File: config.mk
export PLATFORM = sky130hd
export DESIGN_NAME = ascon_byte_io
export DESIGN_NICKNAME = d
export VERILOG_FILES = /design/src/rtl/ascon_pkg.sv /design/src/rtl/ascon_state_shreg.sv /design/src/rtl/ascon_byte_io.sv
export SDC_FILE = /design/constraint.sdc
export NUM_CORES = 1
export LEC_CHECK = 0
export BUFFER_PORTS_ARGS = -buffer_cell sky130_fd_sc_hd__buf_4
export CORE_AREA = 2 2 261 263
export DETAILED_ROUTE_END_ITERATION = 12
export DIE_AREA = 0 0 263 265
export MAX_ROUTING_LAYER = met4
export PLACE_DENSITY = 0.57
export SLEW_MARGIN = 20
export SYNTH_ARGS = -nofsm -noshare
export SYNTH_HDL_FRONTEND = slang
export SYNTH_HIERARCHICAL = 1
export SYNTH_SLANG_ARGS = --single-unit
export TNS_END_PERCENT = 10
File: constraint.sdc
create_clock -name clk -period 5.37 [get_ports clk]
set_clock_uncertainty 0.2 [all_clocks]
set_input_delay 0.8055 -clock clk [delete_from_list [all_inputs] [get_ports clk]]
set_output_delay 0.8055 -clock clk [all_outputs]
set_load 0.02 [all_outputs]
File: src/rtl/ascon_pkg.sv
// Shared types and sizes for the byte-serial Ascon state front/back end.
package ascon_pkg;

  localparam int STATE_BYTES = 40;
  localparam int WORD_W      = 64;
  localparam int STATE_W     = 320;

  typedef enum logic [1:0] {LOAD, START, WAIT, UNLOAD} state_e;

  // Update selector for the 320-bit state register
  typedef enum logic [1:0] {SH_HOLD, SH_LOAD, SH_CAPTURE, SH_ROTATE} sh_op_e;

endpackage

File: src/rtl/ascon_state_shreg.sv
// 320-bit Ascon state register: byte shift-in, permutation capture and byte rotate.
// ASCON_BYTE_IO_XOR_EN turns the shift-in into a sponge absorb (byte XORed into retained state).
module ascon_state_shreg
  import ascon_pkg::*;
(
  input  logic               clk,
  input  logic               rst,
  input  sh_op_e             op,
  input  logic [7:0]         in_byte,
  input  logic [STATE_W-1:0] cap,
  output logic [STATE_W-1:0] sh,
  output logic [7:0]         top_byte
);

  logic [STATE_W-1:0] sh_q;
  logic [STATE_W-1:0] sh_d;

  always_comb begin
    sh_d = sh_q;
    case (op)
`ifdef ASCON_BYTE_IO_XOR_EN
      SH_LOAD:    sh_d = {sh_q[STATE_W-9:0], sh_q[STATE_W-1 -: 8] ^ in_byte};
`else
      SH_LOAD:    sh_d = {sh_q[STATE_W-9:0], in_byte};
`endif
      SH_CAPTURE: sh_d = cap;
      SH_ROTATE:  sh_d = {sh_q[STATE_W-9:0], sh_q[STATE_W-1 -: 8]};
      default:    sh_d = sh_q;
    endcase
  end

  always_ff @(posedge clk) begin
    if (rst) sh_q <= '0;
    else     sh_q <= sh_d;
  end

  assign sh       = sh_q;
  assign top_byte = sh_q[STATE_W-1 -: 8];

endmodule

File: src/rtl/ascon_byte_io.sv
// Byte-serial load/unload wrapper around the asconp permutation core.
// Optional sponge absorb on load is selected by ASCON_BYTE_IO_XOR_EN (default: plain overwrite).
module ascon_byte_io #(
  parameter int STATE_BYTES = 40,
  parameter int CNT_W       = 6
) (
  input  logic        clk,
  input  logic        rst,
  input  logic [7:0]  in_data,
  input  logic        in_valid,
  output logic        in_ready,
  output logic [7:0]  out_data,
  output logic        out_valid,
  input  logic        out_ready,
  output logic        perm_start,
  input  logic        perm_done,
  output logic [63:0] S_0,
  output logic [63:0] S_1,
  output logic [63:0] S_2,
  output logic [63:0] S_3,
  output logic [63:0] S_4,
  input  logic [63:0] S_0_in,
  input  logic [63:0] S_1_in,
  input  logic [63:0] S_2_in,
  input  logic [63:0] S_3_in,
  input  logic [63:0] S_4_in,
  output logic        busy
);

  import ascon_pkg::*;

  localparam logic [CNT_W-1:0] CNT_LAST = CNT_W'(STATE_BYTES - 1);

  state_e             state_q, state_d;
  logic [CNT_W-1:0]   cnt_q, cnt_d;
  logic               in_ready_q, in_ready_d;
  logic               out_valid_q, out_valid_d;
  logic               perm_start_q, perm_start_d;
  logic               busy_q, busy_d;
  sh_op_e             sh_op;
  logic [STATE_W-1:0] sh;
  logic               in_fire;
  logic               out_fire;

  assign in_fire  = in_valid & in_ready_q;
  assign out_fire = out_valid_q & out_ready;

  always_comb begin
    state_d = state_q;
    cnt_d   = cnt_q;
    sh_op   = SH_HOLD;
    case (state_q)
      LOAD: begin
        if (in_fire) begin
          sh_op = SH_LOAD;
          if (cnt_q == CNT_LAST) begin
            cnt_d   = '0;
            state_d = START;
          end else begin
            cnt_d = cnt_q + 1'b1;
          end
        end
      end
      START: state_d = WAIT;
      // perm_done is only honoured here, never in START
      WAIT: begin
        if (perm_done) begin
          sh_op   = SH_CAPTURE;
          state_d = UNLOAD;
        end
      end
      UNLOAD: begin
        if (out_fire) begin
          sh_op = SH_ROTATE;
          if (cnt_q == CNT_LAST) begin
            cnt_d   = '0;
            state_d = LOAD;
          end else begin
            cnt_d = cnt_q + 1'b1;
          end
        end
      end
      default: state_d = LOAD;
    endcase

    // Outputs are registered versions of the next-state decode
    in_ready_d   = (state_d == LOAD);
    out_valid_d  = (state_d == UNLOAD);
    perm_start_d = (state_d == START);
    busy_d       = (state_d == START) || (state_d == WAIT);
  end

  always_ff @(posedge clk) begin
    if (rst) begin
      state_q      <= LOAD;
      cnt_q        <= '0;
      in_ready_q   <= 1'b1;
      out_valid_q  <= 1'b0;
      perm_start_q <= 1'b0;
      busy_q       <= 1'b0;
    end else begin
      state_q      <= state_d;
      cnt_q        <= cnt_d;
      in_ready_q   <= in_ready_d;
      out_valid_q  <= out_valid_d;
      perm_start_q <= perm_start_d;
      busy_q       <= busy_d;
    end
  end

  ascon_state_shreg u_shreg (
    .clk      (clk),
    .rst      (rst),
    .op       (sh_op),
    .in_byte  (in_data),
    .cap      ({S_0_in, S_1_in, S_2_in, S_3_in, S_4_in}),
    .sh       (sh),
    .top_byte (out_data)
  );

  assign S_0        = sh[319:256];
  assign S_1        = sh[255:192];
  assign S_2        = sh[191:128];
  assign S_3        = sh[127:64];
  assign S_4        = sh[63:0];
  assign in_ready   = in_ready_q;
  assign out_valid  = out_valid_q;
  assign perm_start = perm_start_q;
  assign busy       = busy_q;

endmodule
==> impl_metrics.toml <==
[clock_tree]
path_clk_slew_ns = 0.06
ctsResizeCount = 0
postCtsHoldBufs = 0
cts_htree_levels = 2
numCtsBuffers = 41
cts_tree = "done"
cts_setup_buffers = 0
clock_path_buffers = 3
clk_latency_ns = 0.55
cts_root_buffer = "clkbuf_16"
cts.sinks = 332

[power_and_ir_drop]
powerDensity_nw_per_um2 = 297
total_leakage_power_uw = 0.00854
power.total_uw = 6730
ir_worst_vdd_mv = 0.163

[floorplan]
fp.dieW_um = 263
die_h_um = 265
die-area_um2 = 69700
start_util = 0.239
io_pins = 665
coreArea_um2 = 66800
num_rows = 95

[drt]
drc_errors = 0
viasPerCell = 4.63
wl_met1_um = 25000
met2_length_um = 30000
drtIter0Drc = 658
wl_um = 61100
top_layer = "met4"
drt_first_pass_iters = 5
antenna_left = 0
wl_met3_um = 3540
num_vias = 13800
wire_per_inst_um = 20.5

[grt]
grt_pass1_wl_um = 89400
grt_pass1_vias = 14200
grt_max_degree = 151
antenna_found_initial = 3
overflow = 0
grtUsageTotal = 0.169

[yosys]
synth_cell_types = 42
synthTopCellsByArea = "dfxtp_1, mux2i_1, a211oi_1, nor2b_1, buf_8"
syn_area_um2 = 16000
yosysWarnings = 6
netlist_instances = 1504
synth_fp_nets = 1841
synth_seq_area_share = 0.416
synth_compound_area_frac = 0.168
synth-seq-cells = 332
avgSynthCellArea_um2 = 10.6
synth_edf_count = 0
yosysTopAreaCell = "dfxtp_1"
async_flop_share = 0
synthAdderAreaFrac = 0.00313
synth-xor-area-share = 0
synth.area.mux_share = 0.208
synthDominantCellAreaShare = 0.416
synth_top_family_by_area = "multiplexers"
synthSimpleGateAreaFrac = 0.135
synth_ff_type = "dfxtp_1"

[placed_design]
dpl.hpwl_um = 44400
place_ws_ns = 1.86
portBuffers = 664
gp_congestion = 0.915

[cells_and_area]
area_growth_pct = 41.7
multi_input_area_um2 = 8210
layout-drive-gt1-share = 0.376
fin_nets = 2419
seq_area_um2 = 6650
n_fill_cell = 6910

[sta]
final.setup.tns_ns = 0
setup_viol = 0
fin_crit_sh = 0.590
slew_viol_final = 0
rsz0062_at_grt = "false"
fmax_ghz = 0.316
timing.final.ws_setup_ns = 2.20
final_hold_viol_count = 0
relSlewSlack = 0.359
worst_pin_slew_ns = 0.962
period_needed_ns = 3.17

[min_path]
min_delay_path_depth = 2
min_to = "cnt_q[1]$_SDFFE_PP0P_"
hp-start = "cnt_q[1]$_SDFFE_PP0P_"
hold_class = "flip-flop to flip-flop"

[setup_path]
timing.rr.start = "state_q[1]$_SDFF_PP0_"
startpoint_type = "flip-flop"
ff2ff_path_depth = 5
cp_data_required_time_ns = 5.55
arrival_ns = 3.35
critPathKind = "flip-flop to flip-flop"
critPathMaxFanout = 88
reg2reg_slack_ns = 2.20
setup.worst_path.end_class = "flip-flop"
rr_endpoint = "u_shreg/sh[74]$_SDFFE_PP0P_"
startpoint = "state_q[1]$_SDFF_PP0_"

[flow_run]
drv_cap = 0

[run_status]
outcome = "finished, final reports clean"
cell usage in the layout (no fill, tap or decap), types with 5 or more instances in the layout:
| cell type | netlist | layout |
|---|---|---|
| buf_4 | 11 | 678 |
| dfxtp_1 | 332 | 332 |
| mux2i_1 | 329 | 329 |
| nor2b_1 | 318 | 318 |
| a211oi_1 | 282 | 282 |
| clkbuf_16 | 0 | 41 |
| a211oi_2 | 30 | 30 |
| buf_12 | 3 | 11 |
| clkbuf_1 | 65 | 10 |
| o22ai_1 | 8 | 8 |
| clkinv_2 | 0 | 7 |
| nand3_1 | 6 | 6 |
| bufinv_16 | 0 | 5 |
cells in the mapped netlist (4+ instances only):
library cell,instances
buf_6,6
buf_4,11
buf_2,31
o22ai_1,8
buf_1,6
a211oi_1,282
ha_1,4
nand3_1,6
dfxtp_1,332
buf_8,32
nor2b_1,318
a211oi_2,30
mux2i_1,329
a21oi_1,4
clkbuf_1,65
area by class of cell:
cell class | instances | area share
Antenna cell | 4 | 0.000442
Clock buffer | 55 | 0.0494
Clock inverter | 15 | 0.00929
Inverter | 4 | 0.000995
Multi-Input combinational cell | 1013 | 0.363
Sequential cell | 332 | 0.294
Tap cell | 873 | 0.0483
Timing Repair Buffer | 690 | 0.235
worst max-delay path by stage:
stage / to / cells after the start
after floorplan: u_shreg/sh[245]$_SDFFE_PP0P_ / 7
after global placement: u_shreg/sh[80]$_SDFFE_PP0P_ / 6
after detailed placement: u_shreg/sh[82]$_SDFFE_PP0P_ / 6
after CTS: u_shreg/sh[74]$_SDFFE_PP0P_ / 5
after global routing: u_shreg/sh[50]$_SDFFE_PP0P_ / 5
final: u_shreg/sh[74]$_SDFFE_PP0P_ / 5
power by group:
group          total (µW)  switching [µW]  leakage [µW]  internal [µW]
Combinational        1130             589       0.00515            543
Clock                2810            1110      0.000653           1700
Sequential           2790             167       0.00274           2620
Total                6730            1870       0.00854           4860
metal layers:
layer	up-vias	GRT usage
met5	-	-
met3	117	0.0347
met2	481	0.283
met4	0	0.0752
li1	6635	-
met1	6581	0.195
critical path, cell delays in order (launching register included):
cell and delay [ns]:
dfxtp_1 0.47, nand4bb_1 0.45, nand2_4 0.51, inv_8 0.70
buf_4 0.46, a211oi_1 0.15
metrics by stage:
step	utilization	instance area (µm²)	cells	hold WS [ns]
after global placement	0.319	21300	2912	0.272
final	0.339	22600	2986	0.289
after CTS	0.339	22600	2982	0.287
after global routing	0.339	22600	2984	0.329
after detailed placement	0.319	21300	2912	0.280
after floorplan	-	16000	1504	0.258
registers in the layout (all words and copies together), names as in the netlist:
name / flops
out_valid: 1
perm_start: 1
state_q: 2
cnt_q: 6
u_shreg/sh: 320
busy: 1
in_ready: 1
logic make-up (layout without fill, tap and decap cells):
kind of cell	count (synthesis)	count (layout)
AOI/OAI and AO/OA	337	337
adders and majority gates	4	4
buffers and inverters	159	764
DFF	332	332
muxes	331	331
other	0	4
and+or+nand+nor	341	341
(Power assumes the default switching activity.)
